<file path="src/rtl/l2_evict_write_buffer.sv">
// Single-entry eviction write buffer between the L2 memory port and memory.
// Define EWB_WRITE_MERGE_EN to let a same-line writeback overwrite the entry.
module l2_evict_write_buffer #(
  parameter int ADDR_W     = 32,
  parameter int LINE_W     = 256,
  parameter int IDLE_DRAIN = 2
) (
  input  logic              clk,
  input  logic              rst_n,
  input  logic              l2_read,
  input  logic              l2_write,
  input  logic [ADDR_W-1:0] l2_address,
  input  logic [LINE_W-1:0] l2_wdata,
  output logic [LINE_W-1:0] l2_rdata,
  output logic              l2_resp,
  output logic              ewb_blocking,
  output logic              mem_read,
  output logic              mem_write,
  output logic [ADDR_W-1:0] mem_address,
  output logic [LINE_W-1:0] mem_wdata,
  input  logic [LINE_W-1:0] mem_rdata,
  input  logic              mem_resp
);

  localparam int OFF = 5;
  localparam logic [3:0] IDLE_LAST = 4'(IDLE_DRAIN - 1);

  typedef enum logic [2:0] {
    EMPTY,
    FULL,
    FWD_READ,
    DRAIN,
    RESP
  } state_t;

  state_t            state;
  logic              valid;
  logic [ADDR_W-1:0] buf_addr;
  logic [LINE_W-1:0] buf_data;
  logic [3:0]        idle_cnt;

  logic              match;
  logic              merge_hit;
  logic [ADDR_W-1:0] line_addr;
  logic              unused_ok;

  assign line_addr = {l2_address[ADDR_W-1:OFF], {OFF{1'b0}}};
  assign match     = valid &&
                     (buf_addr[ADDR_W-1:OFF] == l2_address[ADDR_W-1:OFF]);
  assign unused_ok = ^l2_address[OFF-1:0];

`ifdef EWB_WRITE_MERGE_EN
  assign merge_hit = l2_write && !l2_read && match;
`else
  assign merge_hit = 1'b0;
`endif

  assign l2_resp   = (state == RESP);
  assign mem_read  = (state == FWD_READ);
  assign mem_write = (state == DRAIN);
  assign mem_wdata = buf_data;

  // A matching write in FULL is absorbed in place, so it must not block.
  assign ewb_blocking = (state == DRAIN) ||
                        (valid && (state != EMPTY) &&
                         !((state == FULL) && merge_hit));

  always_ff @(posedge clk or negedge rst_n) begin
    if (!rst_n) begin
      state       <= EMPTY;
      valid       <= 1'b0;
      buf_addr    <= '0;
      buf_data    <= '0;
      idle_cnt    <= '0;
      l2_rdata    <= '0;
      mem_address <= '0;
    end else begin
      unique case (state)
        EMPTY: begin
          idle_cnt <= '0;
          if (l2_read) begin
            mem_address <= line_addr;
            state       <= FWD_READ;
          end else if (l2_write) begin
            buf_addr <= line_addr;
            buf_data <= l2_wdata;
            valid    <= 1'b1;
            state    <= RESP;
          end
        end
        FULL: begin
          if (l2_read) begin
            idle_cnt <= '0;
            if (match) begin
              l2_rdata <= buf_data;
              state    <= RESP;
            end else begin
              mem_address <= line_addr;
              state       <= FWD_READ;
            end
          end else if (merge_hit) begin
            idle_cnt <= '0;
            buf_data <= l2_wdata;
            state    <= RESP;
          end else if (l2_write) begin
            // Blocked writeback: make room now instead of waiting for idle.
            idle_cnt    <= '0;
            mem_address <= buf_addr;
            state       <= DRAIN;
          end else if (idle_cnt == IDLE_LAST) begin
            idle_cnt    <= '0;
            mem_address <= buf_addr;
            state       <= DRAIN;
          end else begin
            idle_cnt <= idle_cnt + 4'd1;
          end
        end
        FWD_READ: begin
          if (mem_resp) begin
            l2_rdata <= mem_rdata;
            state    <= RESP;
          end
        end
        DRAIN: begin
          if (mem_resp) begin
            valid <= 1'b0;
            state <= EMPTY;
          end
        end
        RESP: begin
          idle_cnt <= '0;
          state    <= valid ? FULL : EMPTY;
        end
        default: state <= EMPTY;
      endcase
    end
  end

endmodule

</file>
<file path="config.mk">
export PLATFORM = sky130hd
export DESIGN_NAME = l2_evict_write_buffer
export DESIGN_NICKNAME = d
export VERILOG_FILES = /design/src/rtl/l2_evict_write_buffer.sv
export SDC_FILE = /design/constraint.sdc
export NUM_CORES = 1
export LEC_CHECK = 0
export ABC_AREA = 1
export BUFFER_PORTS_ARGS = -buffer_cell sky130_fd_sc_hd__buf_2
export CAP_MARGIN = 20
export CORE_AREA = 2 2 429 431
export CTS_CLUSTER_SIZE = 14
export DETAILED_ROUTE_END_ITERATION = 7
export DIE_AREA = 0 0 431 433
export PLACE_DENSITY_LB_ADDON = 0.3
export SYNTH_ARGS = -nofsm -noshare
export SYNTH_HDL_FRONTEND = slang
export SYNTH_SLANG_ARGS = --single-unit
export TNS_END_PERCENT = 30
</file>
<file path="constraint.sdc">
create_clock -name clk -period 2.5 [get_ports clk]
set_clock_uncertainty 0.05 [all_clocks]
set_input_delay 0.125 -clock clk [delete_from_list [all_inputs] [get_ports clk]]
set_output_delay 0.125 -clock clk [all_outputs]
set_load 0.01 [all_outputs]
</file>
# Word level (Yosys, flattened, before mapping)
# Index checks and enable logic that the tools add are counted.
# totals
regBits,579
latchBits,0
ram_bits,0
rom_bits,0
output_inout_bits,548
mem_count,0
# op_classes
add_sub_neg,1
n_mul,0
n_div,0
order_cmp,0
eq_ne,16
shifts,0
mux,28
n_bitwise,1
reduce_logical,15
# ops
op,count
$mux W256,3
$pmux W256 S2,1
$mux W32,5
$pmux W32 S2,1
$eq A27 B27 Y1,1
$mux W3,8
$reduce_and A4 Y1,4
$pmux W3 S5,1
$mux W4,3
$ne A2 B2 Y1 const B,5
$pmux W4 S2,1
$reduce_bool A2 Y1,4
$eq A3 B2 Y1 const B,2
$ne A3 B3 Y1 const B,2
$add A4 B1 Y4 const B,1
$eq A4 B1 Y1 const B,1
$mux W1,4
$ne A2 B1 Y1 const B,2
$ne A4 B3 Y1 const B,1
$eq A3 B1 Y1 const B,1
$eq A3 B3 Y1 const B,1
$logic_not A3 Y1,1
$reduce_and A3 Y1,1
$reduce_bool A3 Y1,1
other kinds (5),6

# Depth between registers and ports, before layout
# depth
ltp_word,5
ltp_mapped,13
mapped_depth_nobuf,12

# Worst setup path before layout
# Ideal clock, no wire load.
# synth_timing
path_type,reg2reg
from,reg state[1]
to,reg buf_data[110] (netlist: mem_wdata[110])
t_arrival_ps,1511
required_time_ps,2325
path_slack_ps,814
path_stages_with_launch,8
n_path_buf,2
synth_period_minus_slack_ps,1686
path_cell_list,dfrtp_1 -> nor2_1 -> inv_2 -> nor3_4 -> nand2_2 -> buf_2 -> buf_2 -> mux2_2
# synth_between
elab_chain_cells,2
# synth_rtl
element,line,text
from (decl),36,state_t state;
from (signal assigned),132,state <= valid ? FULL : EMPTY;
$logic_not A3 Y1,78,unique case (state)
$reduce_and A3 Y1 (no line),--,
to (signal assigned),86,buf_data <= l2_wdata;
to (signal assigned),103,buf_data <= l2_wdata;
to (decl),39,logic [LINE_W-1:0] buf_data;
# No other way between the ends.
# A chain may end at the register's enable or synchronous reset.

# Worst setup path in the final report
# layout_timing
from,reg state[2]
to,reg mem_address[16]
# layout_between
elab_chain_cells,3
word_cells_on_any_way,8
cone_classes,4 x eq/ne; 1 x mux; 3 x reduce/logical
# layout_rtl
element,line,text
$eq A3 B1 Y1 / $logic_not A3 Y1 (equally long branches),78,
"$ne A4 B3 Y1 (no line), or another cell as far along",--,
$reduce_and A4 Y1 (no line),--,
to (signal assigned),82,mem_address <= line_addr;
to (signal assigned),98,mem_address <= line_addr;
to (signal assigned),108,mem_address <= buf_addr;
to (decl),19,"output logic [ADDR_W-1:0] mem_address,"
# Parallel ways exist; a longest one is shown, timed or not.

==> impl_metrics.json <==
{
  "dp_cells": 5581,
  "synth-main-ff-cell": "dfrtp_1",
  "ys_warn_count": 0,
  "drv_cap": 0,
  "max_slew_margin_pct": 58.9,
  "via_per_inst": 3.64,
  "cp_num_buf_inv": 2,
  "hpwl_um": 114000,
  "antenna_left": 0,
  "rsz0062_at_grt": "false",
  "clk_latency_ns": 0.68,
  "vias": 22792,
  "grt_max_degree": 113,
  "max_freq_mhz": 423,
  "synthDistinctLibCells": 27,
  "p_total_uw": 53800,
  "synth_top_area_cell": "dfrtp_1",
  "internal-power_uw": 30500,
  "ys_top_cells_by_count": "574 x dfrtp_1, 462 x nand2_1, 256 x mux2_2, 256 x mux2i_1, 227 x o21ai_1",
  "seqCellArea_um2": 14400,
  "dpl_cell_area_um2": 33400,
  "worstPathArrival_ns": 2.92,
  "drtIter0Drc": 1122,
  "post-route-period-util_pct": 94.6,
  "layout.cells.non_filler": 6268,
  "gr-usage-met1_pct": 15.5,
  "wl_um": 141000,
  "final_nets": 4373,
  "path_delay_family": "simple AND/OR/NAND/NOR gates",
  "core_um2": 182000,
  "multiInputGateArea_um2": 9260,
  "fill_cells": 19839,
  "drc": 0,
  "numCtsBuffers": 75,
  "clock_path_buffers": 3,
  "synth-seq-area-share_pct": 58.4,
  "worst_setup_path_end_kind": "flop",
  "cts-root-buf": "clkbuf_16",
  "drt_first_pass_iters": 7,
  "antenna_found_initial": 25,
  "worstPathCellList": "nor2_1 > nand2_1 > nor2_1 > a21oi_4 > dlygate4sd3_1 > nand2_4 > buf_12 > nand2_1 > nand2_1",
  "syn_to_final_growth_pct": 68.2,
  "gr-usage-met3_pct": 7.56,
  "pwr_density_cell_nw_per_um2": 1300,
  "synth_top_cells_by_area": "dfrtp_1 58%, mux2_2 12%, mux2i_1 10%",
  "vdd.ir_drop.worst_uv": 657,
  "yosys.area.top_type_share_pct": 58.4,
  "drive_gt1_share_pct": 40.5,
  "final_hold_viol_count": 0,
  "p_clk_share_pct": 20.3,
  "start_util_pct": 13.5,
  "slowest_delay_ns": 0.61,
  "htree_levels": 3,
  "worst_setup_path_start_kind": "flop",
  "status": "completed",
  "crit_path_frequent_cell": "nand2_1",
  "syn-instance-count": 2147,
  "setup_viol": 0,
  "die_h_um": 433,
  "grt_pass1_wl_um": 190000,
  "gp_congestion": 0.870,
  "synth-edff-count": 0,
  "yosysMostFrequentCell": "dfrtp_1",
  "grt_overflow_total": 0,
  "use_met2_pct": 24.6,
  "tns_ns": 0,
  "comb_power_share_pct": 46.9,
  "hold_path_class": "input port to asynchronous set/reset pin",
  "clk_pin_slew_worst_paths_ns": 0.06,
  "crit_start": "state[2]",
  "syn_area_um2": 24600,
  "cts_tree": "yes",
  "period_minus_slack_ns": 2.37,
  "cts_sinks": 574,
  "grt_pass1_vias": 23856,
  "power_switching_uw": 23200,
  "final_core_util_pct": 22.7,
  "io_pins": 1097,
  "tightest_slew_ns": 0.599,
  "fp.dieW_um": 431,
  "design.die.area_um2": 187000,
  "port_buffers": 1086,
  "avgSynthCellArea_um2": 11.5,
  "sequentialPowerShare_pct": 32.8,
  "reg2reg_from": "state[2]",
  "num_rows": 157,
  "worstPathMaxFanout": 27,
  "grtUsageTotal_pct": 14.5,
  "ys_seq_elements": 574,
  "switching_share_pct": 43.2,
  "wl_per_cell_um": 22.5,
  "maxSlewViolCount": 0,
  "cp.required_ns": 3.05,
  "fin_area_um2": 41400,
  "path_class": "flop to flop",
  "async_flop_share_pct": 100,
  "grt-busiest-layer": "met2",
  "cp_slowest_cell": "dlygate4sd3_1",
  "p_leak_uw": 0.0197
}
## worst min-delay path, stage by stage
cell and delay [ns]:
dlygate4sd3_1 0.56, buf_8 0.29, buf_16 0.25
## final cells by class
type | count | area share (%)
Sequential cell | 574 | 34.7
Inverter | 66 | 0.599
Clock buffer | 110 | 5.37
Tap cell | 2385 | 7.21
Timing Repair Buffer | 1730 | 29.2
Multi-Input combinational cell | 1375 | 22.4
Antenna cell | 6 | 0.0363
Clock inverter | 22 | 0.508
## cells in the final DEF (no fill, tap or decap), drive strengths merged, types with 4 or more instances in the layout
cell,n
mux2i,256
clkbuf,111
diode,6
dfrtp,574
mux2,256
clkinv,11
nor3,4
buf,1184
nor2,30
dlygate4sd3,544
a21oi,4
nand3,30
o21ai,316
nand2,466
conb,5
inv,73
## cells by family after synthesis
kind of cell / synth area share (%)
other: 0.0152
AOI/OAI and AO/OA: 6.74
buffers and inverters: 4.19
adders and majority gates: 0.102
muxes: 22.1
and+or+nand+nor: 8.39
DFF: 58.4
xor gates and xnor gates: 0.0356
## state kept, by name, indices dropped and copies added (netlist names)
register and flops:
l2_rdata 256, mem_wdata 256, buf_addr 27, mem_address 27, idle_cnt 4, state 3, valid 1
## power groups by stage
stage / combinational (µW) / clock, µW / sequential, µW
floorplan: 10500 / 0 / 18700
global placement: 24700 / 0 / 17600
global route: 27700 / 11600 / 18200
detailed placement: 24800 / 0 / 17700
finish: 25200 / 10900 / 17600
CTS: 25800 / 11300 / 17600
## worst paths after layout
| kind | end | slack [ns] | depth (start not counted) |
|---|---|---|---|
| worst max register to register | mem_address[16] | 0.13 | 9 |
| worst min register to register | mem_address[12] | 0.41 | 2 |
| worst min-delay path | mem_wdata[177] | 0.15 | 3 |
| min in group clk | mem_wdata[161] | 0.16 | 3 |
| worst max-delay path | mem_address[16] | 0.13 | 9 |
| max in group asynchronous | l2_rdata[219] | 1.66 | 4 |
## layer usage
metal / vias up / share of wire [%]
li1: 10654 / -
met1: 11218 / 37
met2: 725 / 49
met3: 187 / 11
met4: 8 / 3.2
met5: - / 0.040
## stage by stage
stage               worst slack [ns]  hold slack (ns)
floorplan                      0.814           -0.221
global placement               0.104           0.0419
detailed placement             0.133           0.0416
CTS                            0.105           0.0688
global route                 0.00969            0.113
finish                         0.134            0.149
## timing repair
| item | CTS | global route |
|---|---|---|
| gates resized for setup | 1 | 2 |
| gates cloned | 1 | 1 |
| hold buffers | 545 | 0 |
| pin swaps | 1 | 0 |
| hold endpoints to repair | 972 | 0 |
| endpoints found under the setup margin | 1 | 85 |
| buffers inserted | 2 | 0 |
Power figures use the tool's default switching activity.
